==> src/rtl/nested_loop_sequencer.sv <==
// rtl/nested_loop_sequencer.sv - two-level (i, j) iteration sequencer with break point and stall
module nested_loop_sequencer #(
   parameter int IDX_W = 2,
   parameter int CNT_W = 4
) (
   input  logic             clk,
   input  logic             rst_n,
   input  logic             in_start,
   input  logic [IDX_W-1:0] in_outer_limit,
   input  logic [IDX_W-1:0] in_inner_limit,
   input  logic             in_break_en,
   input  logic [IDX_W-1:0] in_break_i,
   input  logic [IDX_W-1:0] in_break_j,
   input  logic             in_stall,
   output logic             out_valid,
   output logic [IDX_W-1:0] out_i,
   output logic [IDX_W-1:0] out_j,
   output logic             out_busy,
   output logic             out_done,
   output logic [CNT_W-1:0] out_count,
   output logic             out_broke
);

   typedef enum logic [1:0] {IDLE, OUTER, INNER, DONE} state_t;

   state_t           state_q;
   logic [IDX_W-1:0] i_q, j_q;
   logic [IDX_W-1:0] outer_lim_q, inner_lim_q;
   logic             break_en_q;
   logic [IDX_W-1:0] break_i_q, break_j_q;
   logic [CNT_W-1:0] count_q;
   logic             broke_q;

   logic inner_end, break_hit, issue;

   // Priority inside INNER: end of row, then break point, then stall, then issue.
   assign inner_end = (j_q >= inner_lim_q);
   assign break_hit = break_en_q && (i_q == break_i_q) && (j_q == break_j_q);
   assign issue     = (state_q == INNER) && !inner_end && !break_hit && !in_stall;

   always_ff @(posedge clk or negedge rst_n) begin
      if (!rst_n) begin
         state_q     <= IDLE;
         i_q         <= '0;
         j_q         <= '0;
         outer_lim_q <= '0;
         inner_lim_q <= '0;
         break_en_q  <= 1'b0;
         break_i_q   <= '0;
         break_j_q   <= '0;
         count_q     <= '0;
         broke_q     <= 1'b0;
      end else begin
         case (state_q)
            IDLE: begin
               if (in_start) begin
                  outer_lim_q <= in_outer_limit;
                  inner_lim_q <= in_inner_limit;
                  break_en_q  <= in_break_en;
                  break_i_q   <= in_break_i;
                  break_j_q   <= in_break_j;
                  count_q     <= '0;
                  broke_q     <= 1'b0;
                  i_q         <= '0;
                  j_q         <= '0;
                  state_q     <= OUTER;
               end
            end
            OUTER: begin
               if (i_q < outer_lim_q) begin
                  j_q     <= '0;
                  state_q <= INNER;
               end else begin
                  state_q <= DONE;
               end
            end
            INNER: begin
               if (inner_end) begin
                  i_q     <= i_q + 1'b1;
                  state_q <= OUTER;
               end else if (break_hit) begin
                  broke_q <= 1'b1;
                  i_q     <= i_q + 1'b1;
                  state_q <= OUTER;
               end else if (!in_stall) begin
                  count_q <= count_q + 1'b1;
                  j_q     <= j_q + 1'b1;
               end
            end
            DONE: begin
               state_q <= IDLE;
            end
            default: begin
               state_q <= IDLE;
            end
         endcase
      end
   end

   assign out_valid = issue;
   assign out_i     = i_q;
   assign out_j     = j_q;
   assign out_busy  = (state_q != IDLE);
   assign out_done  = (state_q == DONE);
   assign out_count = count_q;
   assign out_broke = broke_q;

endmodule

==> config.mk <==
export PLATFORM = sky130hd
export DESIGN_NAME = nested_loop_sequencer
export DESIGN_NICKNAME = d
export VERILOG_FILES = /design/src/rtl/nested_loop_sequencer.sv
export SDC_FILE = /design/constraint.sdc
export NUM_CORES = 1
export LEC_CHECK = 0
export BUFFER_PORTS_ARGS = -buffer_cell sky130_fd_sc_hd__buf_2
export CAP_MARGIN = 10
export CORE_MARGIN = 5
export CORE_UTILIZATION = 40
export CTS_CLUSTER_SIZE = 24
export DETAILED_ROUTE_END_ITERATION = 10
export HOLD_SLACK_MARGIN = 0.05
export SLEW_MARGIN = 20
export SYNTH_ARGS = -nofsm -noshare
export SYNTH_HDL_FRONTEND = slang
export SYNTH_SLANG_ARGS = --single-unit
==> constraint.sdc <==
create_clock -name clk -period 5 [get_ports clk]
set_input_delay 0 -clock clk [delete_from_list [all_inputs] [get_ports clk]]
set_output_delay 0 -clock clk [all_outputs]
set_load 0.05 [all_outputs]
# After elaboration in Yosys (flattened, before gate mapping)
# Cells that the tools add are included.
dict set report classes {
  addsub 3
  magnitude_cmp 2
  n_eq_ne 12
  muxes 23
  n_reduce_logical 18
}
# cell count
set op_table {}
lappend op_table {{$mux W2} 10}
lappend op_table {{$mux W4} 4}
lappend op_table {{$ne A2 B2 Y1 const B} 6}
lappend op_table {{$pmux W2 S4} 1}
lappend op_table {{$pmux W4 S2} 1}
lappend op_table {{$pmux W2 S3} 1}
lappend op_table {{$reduce_and A6 Y1} 1}
lappend op_table {{$logic_and A1 B1 Y1} 5}
lappend op_table {{$reduce_and A5 Y1} 1}
lappend op_table {{$add A2 B1 Y2 const B} 2}
lappend op_table {{$add A4 B1 Y4 const B} 1}
lappend op_table {{$eq A2 B2 Y1} 2}
lappend op_table {{$eq A2 B2 Y1 const B} 2}
lappend op_table {{$mux W1} 4}
lappend op_table {{$pmux W2 S2} 1}
lappend op_table {{$reduce_and A2 Y1} 2}
lappend op_table {{$reduce_and A4 Y1} 1}
lappend op_table {{$reduce_bool A2 Y1} 2}
lappend op_table {{$logic_not A1 Y1} 3}
lappend op_table {{$ne A3 B3 Y1 const B} 1}
lappend op_table {{$reduce_and A3 Y1} 1}
lappend op_table {{$reduce_bool A3 Y1} 1}
lappend op_table {{$eq A2 B1 Y1 const B} 1}
lappend op_table {{$ge A2 B2 Y1} 1}
lappend op_table {{other kinds (3)} 3}
dict set report totals {
  ff_bits 20
  inputBits 13
  output_inout_bits 12
  word_cells 68
}

# Longest topological paths before layout
# Gate-level depths: netlist of the first run.
dict set report logic_depth {
  ltp_word 6
  ltp_mapped 8
  depth_no_buf 8
}

# Least setup slack after synthesis of the first run
# Ideal clock, no wire load.
dict set report synth_path {
  path_type {register -> register}
  start {register j_q[0] (netlist: out_j[0])}
  end {register count_q[1] (netlist: out_count[1])}
  setup_ps 78
  t_arrival_ps 2350
  t_required_ps 4922
  path_slack_ps 2572
  path_stages_with_launch 9
  n_path_buf 0
  synth_period_minus_slack_ps 2428
  path_cell_list {dfrtp_1 > inv_1 > ha_1 > nand2b_1 > a21o_1 > a31oi_1 > nand2_1 > inv_1 > o2bb2ai_1}
}
dict set report synth_via {
  elab_chain_len 4
  word_cells_on_any_way 6
  classes_between {order compare (1); eq/ne (3); reduce/logical (2)}
}
# item line_no
set synth_lines {}
lappend synth_lines {{start: declaration} 27} ;# logic [IDX_W-1:0] i_q, j_q;
lappend synth_lines {{start signal: assignment} 87} ;# j_q <= j_q + 1'b1;
lappend synth_lines {{$eq A2 B2 Y1} 38} ;# assign break_hit = break_en_q && (i_q == break_i_q) && (j_q == break_j_q);
lappend synth_lines {{$logic_and A1 B1 Y1} 38}
lappend synth_lines {{$ne A2 B2 Y1 (no line)} n/a}
lappend synth_lines {{$reduce_and A5 Y1 (no line) (*)} n/a}
lappend synth_lines {{end signal: assignment} 86} ;# count_q <= count_q + 1'b1;
lappend synth_lines {{end: declaration} 31} ;# logic [CNT_W-1:0] count_q;
# Every way passes the cells marked *; elsewhere a longest branch is shown, timed or not.
# A chain may end at the register's enable or synchronous reset.

# Worst setup path in the final report of the first run
dict set report layout_path {
  start {register j_q[0] (netlist: out_j[0])}
  end {output port out_valid}
}
dict set report layout_via {
  elab_chain_len 5
  word_cells_on_any_way 8
  classes_between {order compare (1); eq/ne (1); reduce/logical (6)}
}
# item line_no
set layout_lines {}
lappend layout_lines {{$ge A2 B2 Y1 or $eq A2 B2 Y1 (tied branches)} {37, 38}}
lappend layout_lines {{$logic_not A1 Y1 or $logic_and A1 B1 Y1 (tied branches)} {39, 38}}
lappend layout_lines {{$logic_and A1 B1 Y1 or $logic_not A1 Y1 (tied branches)} 39} ;# assign issue = (state_q == INNER) && !inner_end && !break_hit && !in_stall;
lappend layout_lines {{$logic_and A1 B1 Y1 (*) (2 in series)} 39}
lappend layout_lines {{end: declaration} 15} ;# output logic out_valid,
# Marked as above.

==> results by group, run 1 <==
Clock network
  – CTS root buf: clkbuf_4
  – Max H-tree Level: 1
  – Worst skew pair latency: 0.30 ns
  – CTS resizes: 0
  – Clock sinks: 20
  – Num CTS Buffers: 3
  – TritonCTS clock tree: yes
  – Bufs on Longest Clock Path: 2
  – Reg clk slew, reported paths: 0.11 ns

Power
  – PD cells: 678 mW/mm^2
  – Leak Pwr: 0.657 nW
  – VDD IR max: 0.433 mV

Timing
  – Max-slew violations: 0
  – PnR worst setup slack: 2.57 ns
  – Setup violations, final: 0
  – Final Cycle Share: 0.486
  – Rel. slew slack: 0.501
  – Final min period: 2.43 ns
  – Final Hold Viols: 0
  – Fmax achieved: 412 MHz
  – Clock Skew: 0.00508 ns
  – RSZ-0062 raised after global routing: no
  – Setup tns final: 0 ns
  – Worst slew pin tran: 0.745 ns

GRT
  – Initial antenna violation count: 0
  – Total Routing Usage GR: 0.147
  – GRT Residual Overflow: 0
  – Vias in the first global route: 900
  – First-pass GRT wire length: 4000 um
  – Pin count of the biggest net entering global routing: 21

Placed design
  – GP Congestion: 0.780
  – Dpl hpwl: 1720 um
  – Port-buffer cells: 24
  – Dpl ws: 2.90 ns

Floorplanning
  – Initial core utilization: 0.421
  – Core ar.: 0.00250 sq mm
  – Die height: 61.3 um
  – Cell Rows: 18
  – Die area: 0.00376 sq mm
  – Chip Width: 61.3 um
  – Number of I/O pins: 25

Synthesis
  – Mapped Nets: 115
  – Post-Syn Area: 0.00105 sq mm
  – Sequential share of the synthesized area: 0.475
  – Count of different cell masters after synthesis: 34
  – Mapped Cells: 98
  – Synth warnings: 0
  – Synth Register Bits: 20
  – Syn_area_per_cell: 10.8 sq um

Finish
  – Fill cell instance count of the final layout: 234
  – Area Growth Syn to Fin: 28.6%
  – Layout cells sized above 1: 0.328
  – Final Util: 0.542
  – Most frequent cells in the layout: buf_2, dfrtp_1, dlygate4sd3_1
  – Commonest non-fill, non-tap cell in the layout: buf_2
  – # nets final: 152
  – ANT cells: 0

Setup path
  – CP Buf/Inv Count: 3
  – Worst path cell trace: inv_1 > ha_1 > nand2b_1 > a21o_1 > a31oi_1 > nand2_1 > inv_1 > buf_2
  – Setup crit end kind: output pin
  – CP max FO: 5
  – Cell mode on critical path: inv_1
  – Worst r2r src: out_j[0]
  – Cell family with most CP delay: compound AO/OA/AOI/OAI gates
  – Crit. Startpoint: out_j[0]
  – Critical path arrival: 2.43 ns
  – Slowest CP cell: dfrtp_1
  – Required time worst endpoint: 5.00 ns
  – Critical path type: reg2out
  – Startpoint types: register
  – Delay of the slowest critical-path stage: 0.42 ns

Drt
  – Drt wl/cell: 14.1 um
  – Initial DRT Pass Iterations: 4
  – Iter 0 DRT Violations: 27
  – DR vias: 874
  – Met3 wire length: 150 um
  – Final wirelength: 2310 um
  – Met2 wire len: 1130 um
  – DR DRC count: 0
  – Final ANT Viol Nets: 0
  – Top Metal Used: met4
  – Vias/cell: 5.33
  – Met1 Wirelength: 1000 um

Outcome
  – Status: finished, final reports clean

Worst hold path
  – Worst hold start: in_stall
  – Min-Delay Path Class: in2reg

Run
  – Max_cap viols: 0
-- synth_stat cells --
| cell type | count | share of area |
|---|---|---|
| buf_2 | 1 | 0.0047 |
| xor2_1 | 3 | 0.025 |
| dfrtp_1 | 20 | 0.48 |
| and3_2 | 2 | 0.014 |
| o21bai_1 | 2 | 0.014 |
| nor3_1 | 1 | 0.0047 |
| a211oi_1 | 1 | 0.0071 |
| a21oi_1 | 6 | 0.029 |
| clkbuf_1 | 1 | 0.0036 |
| nand2_1 | 4 | 0.014 |
| mux2_2 | 7 | 0.075 |
| or4b_1 | 1 | 0.0095 |
| a31o_2 | 1 | 0.0083 |
| o22ai_1 | 1 | 0.0059 |
| or2_2 | 2 | 0.012 |
| o41ai_2 | 1 | 0.015 |
| a21o_1 | 1 | 0.0071 |
| a221o_2 | 1 | 0.011 |
| a31oi_1 | 1 | 0.0059 |
| a31o_4 | 1 | 0.017 |
| and2_1 | 1 | 0.0059 |
| ha_1 | 4 | 0.048 |
| o221ai_1 | 1 | 0.0083 |
| a32o_1 | 2 | 0.019 |
| o2bb2ai_1 | 1 | 0.0083 |
| nand3_1 | 1 | 0.0047 |
| o211ai_1 | 1 | 0.0071 |
| inv_1 | 7 | 0.025 |
| nor2b_1 | 2 | 0.012 |
| nand2b_1 | 4 | 0.024 |
| xnor2_1 | 2 | 0.017 |
| nor2_1 | 6 | 0.021 |
| nor3_2 | 1 | 0.0095 |
| o21ai_0 | 7 | 0.033 |
-- sequential cells by signal, indices dropped and copies added (netlist names) --
name / flops
break_j_q: 2
outer_lim_q: 2
state_q: 2
break_i_q: 2
inner_lim_q: 2
out_j: 2
out_i: 2
break_en_q: 1
out_broke: 1
out_count: 4
-- through the flow --
| stage | hold WS, ns | total power, mW | instances | cell area, sq um |
|---|---|---|---|---|
| 2_1_floorplan | -0.296 | 0.674 | 98 | 1050 |
| 3_3_place_gp | -0.0309 | 0.767 | 150 | 1200 |
| 3_5_place_dp | -0.0321 | 0.785 | 150 | 1200 |
| 4_1_cts | 0.0811 | 0.925 | 164 | 1360 |
| 5_1_grt | 0.0995 | 0.985 | 164 | 1360 |
| 6_report | 0.0886 | 0.919 | 164 | 1360 |
-- final timing paths --
check	endpoint	slack, ns	cells past startpoint
max in group asynchronous	out_count[1]	4.54	2
min	out_count[2]	0.09	4
min in group asynchronous	out_i[1]	0.16	2
max reg2reg	out_j[1]	2.87	7
min reg2reg	out_broke	0.52	1
max	out_valid	2.57	8
-- cell type report --
type	count	area [sq um]	share of cell area
multi-input combinational	69	518	0.382
sequential	20	500	0.369
timing repair buffer	34	220	0.163
tap	30	37.5	0.0277
clock inverter	1	30.0	0.0222
inverter	7	26.3	0.0194
clock buffer	3	22.5	0.0166
-- worst reg2reg max path: cells and delay by family (launching register included) --
| family | cells | cell delay (ns) |
|---|---|---|
| AOI/OAI and AO/OA | 3 | 0.54 |
| adders and majority gates | 1 | 0.26 |
| buffers and inverters | 1 | 0.16 |
| DFF | 1 | 0.42 |
| and+or+nand+nor | 2 | 0.67 |
-- layer usage --
layer	global-route usage	vias up
met5	0	-
met2	0.252	29
met1	0.172	418
met4	0.0464	0
met3	0.0482	2
li1	-	425
-- cell families after synthesis --
kind of cell | share of synthesized area
compound gates | 0.196
xor+xnor | 0.0416
fa+ha+maj | 0.0475
buf+inv | 0.0333
flops | 0.475
mux | 0.0748
simple gates | 0.132
-- power breakdown --
group	internal [mW]	switching, mW
Clock	0.0811	0.0500
Sequential	0.228	0.0693
Combinational	0.189	0.303
Total	0.497	0.422
-- timing repair --
action | in CTS | in global routing
hold buffers | 10 | 0
buffers inserted | 0 | 0
hold endpoints to repair | 29 | 0
Power figures use the tool's default switching activity.
==> inputs of run 2 (changes only) <==
- clock period: 5 -> 2.05 ns (I/O delays scaled with it)
==> run 2 against run 1 <==
Compared with the run above:
- clock power up 79%
- first-iteration DRC count fell by 19%
- clock-buffer cell count up 1
- die area unchanged
- largest cell class unchanged
- largest power group unchanged
- highest routed layer unchanged
==> results by group, run 2 (same netlist as run 1, synthesis figures left out) <==
Setup path
  – Critical path arrival: 2.22 ns (-0.21 ns)
  – Setup crit end kind: register
  – Required time worst endpoint: 2.29 ns (-2.71 ns)
  – CP max FO: 7 (+2)
  – Critical path type: reg2reg
  – R2R Setup Slk: 0.07 ns (-2.80 ns)
  – Startpoint types: register
  – Crit. Startpoint: out_j[0]
  – Worst r2r src: out_j[0]

Drt
  – DR vias: 857 (-1.9%)
  – Drt wl/cell: 13.4 um (-4.6%)
  – Initial DRT Pass Iterations: 3 (-1)
  – Iter 0 DRT Violations: 22 (-19%)
  – DR DRC count: 0 (unchanged)
  – Final ANT Viol Nets: 0 (unchanged)
  – Vias/cell: 5.10 (-4.3%)
  – Final wirelength: 2260 um (-2.3%)

Timing
  – Clock Skew: 0.00196 ns (-0.00312 ns)
  – Setup tns final: 0 ns (unchanged)
  – PnR worst setup slack: 0.0696 ns (-2.50 ns)
  – Fmax achieved: 505 MHz
  – RSZ-0062 raised after global routing: no
  – Worst slew pin tran: 0.808 ns (+0.0633 ns)
  – Final min period: 1.98 ns
  – Final Cycle Share: 0.966
  – Setup violations, final: 0 (unchanged)
  – Rel. slew slack: 0.459 (-0.0424)
  – Max-slew violations: 0 (unchanged)
  – Final Hold Viols: 0 (unchanged)

Finish
  – Most frequent cells in the layout: buf_2, dfrtp_1, dlygate4sd3_1
  – Area Growth Syn to Fin: 35.6%
  – Fill cell instance count of the final layout: 223 (-4.7%)
  – ANT cells: 0 (unchanged)
  – Number of flip-flops in the largest register: 4 (unchanged)
  – # nets final: 156 (+2.6%)
  – Commonest non-fill, non-tap cell in the layout: buf_2
  – Layout cells sized above 1: 0.413 (+0.0847)

Placed design
  – Dpl ws: 0.103 ns (-2.80 ns)
  – Port-buffer cells: 24 (unchanged)
  – Dpl hpwl: 1700 um (-1.0%)
  – GP Congestion: 0.797 (+2.2%)

Floorplanning
  – Cell Rows: 18 (unchanged)
  – Number of I/O pins: 25 (unchanged)
  – Chip Width: 61.3 um (unchanged)
  – Core ar.: 0.00250 sq mm (unchanged)
  – Die area: 0.00376 sq mm (unchanged)
  – Die height: 61.3 um (unchanged)
  – Initial core utilization: 0.421 (unchanged)

Clock network
  – Bufs on Longest Clock Path: 2 (unchanged)
  – TritonCTS clock tree: yes
  – Num CTS Buffers: 3 (unchanged)
  – Worst skew pair latency: 0.31 ns (about the same)
  – CTS root buf: clkbuf_4
  – Reg clk slew, reported paths: 0.11 ns (about the same)
  – Max H-tree Level: 1 (unchanged)
  – Clock sinks: 20 (unchanged)

GRT
  – Pin count of the biggest net entering global routing: 21 (unchanged)
  – Vias in the first global route: 864 (-4.0%)
  – First-pass GRT wire length: 3910 um (-2.4%)
  – Initial antenna violation count: 0 (unchanged)
  – GRT Residual Overflow: 0 (unchanged)
  – Total Routing Usage GR: 0.141 (-0.00523)

Worst hold path
  – Min-Delay Path Class: in2reg
  – Worst hold start: in_stall

Power
  – Leak Pwr: 0.666 nW (+1.4%)
  – PD cells: 1660 mW/mm^2 (+140%)
  – VDD IR max: 1.00 mV (+130%)

Outcome
  – Status: finished, final reports clean

Run
  – Max_cap viols: 0 (unchanged)
==> run 2: changes by cell type in the layout (fill, tap and decap cells not counted), moves of 2 or more <==
cell,previous run,this run
dfrtp_2,0,2
buf_4,0,4
dfrtp_1,20,18
inv_1,7,5
==> run 2: layout make-up <==
class,count,area (sq um),area share
Tap cell,30,37.5,0.0263
Timing Repair Buffer,38,256,0.180
Multi-Input combinational cell,69,563,0.394
Clock buffer,4,36.3,0.0254
Inverter,7,32.5,0.0228
Sequential cell,20,503,0.352
==> run 2: critical path: stages (launching register included) <==
cell and delay [ns]:
dfrtp_2 0.45, inv_4 0.09, ha_4 0.19, nand2b_4 0.14
a21o_4 0.22, a31o_4 0.23, or4b_1 0.50, o21ai_1 0.09
==> run 2: layer usage <==
metal | GRT usage | wire [um] | vias up
met1 | 0.183 | 995 | 400
met5 | 0 | 0 | -
met2 | 0.239 | 1130 | 15
met3 | 0.0252 | 99 | 6
li1 | - | - | 436
met4 | 0.0464 | 34 | 0
==> run 2: worst paths after layout <==
path / endpoint / depth (start not counted)
setup / recovery: out_j[1] / 7
hold / removal: out_count[2] / 4
setup reg to reg: out_j[1] / 7
hold reg to reg: out_broke / 1
max in group asynchronous: out_j[1] / 2
min in group asynchronous: break_i_q[0] / 2
==> run 2: timing repair <==
action,in CTS,in global routing
hold buffers,10,0
setup endpoints to repair,1,2
endpoints found under the hold margin,29,0
buffers inserted,1,0
gates cloned,0,0
gates resized for setup,3,3
==> run 2: power by group <==
part	switching, mW	leakage [nW]	internal (mW)
logic	0.826	0.395	0.603
clock network	0.126	0.0210	0.109
registers	0.148	0.250	0.558
total	1.10	0.666	1.27
==> run 2: metrics by stage <==
step	cell area, sq um	util	power, mW	hold WS, ns	std cells
after floorplan	1090	-	1.72	-0.296	98
after global placement	1260	0.503	1.99	-0.0346	153
after detailed placement	1260	0.503	2.03	-0.0263	153
after global routing	1430	0.572	2.55	0.121	168
after CTS	1420	0.566	2.35	0.0762	168
final	1430	0.572	2.37	0.0803	168
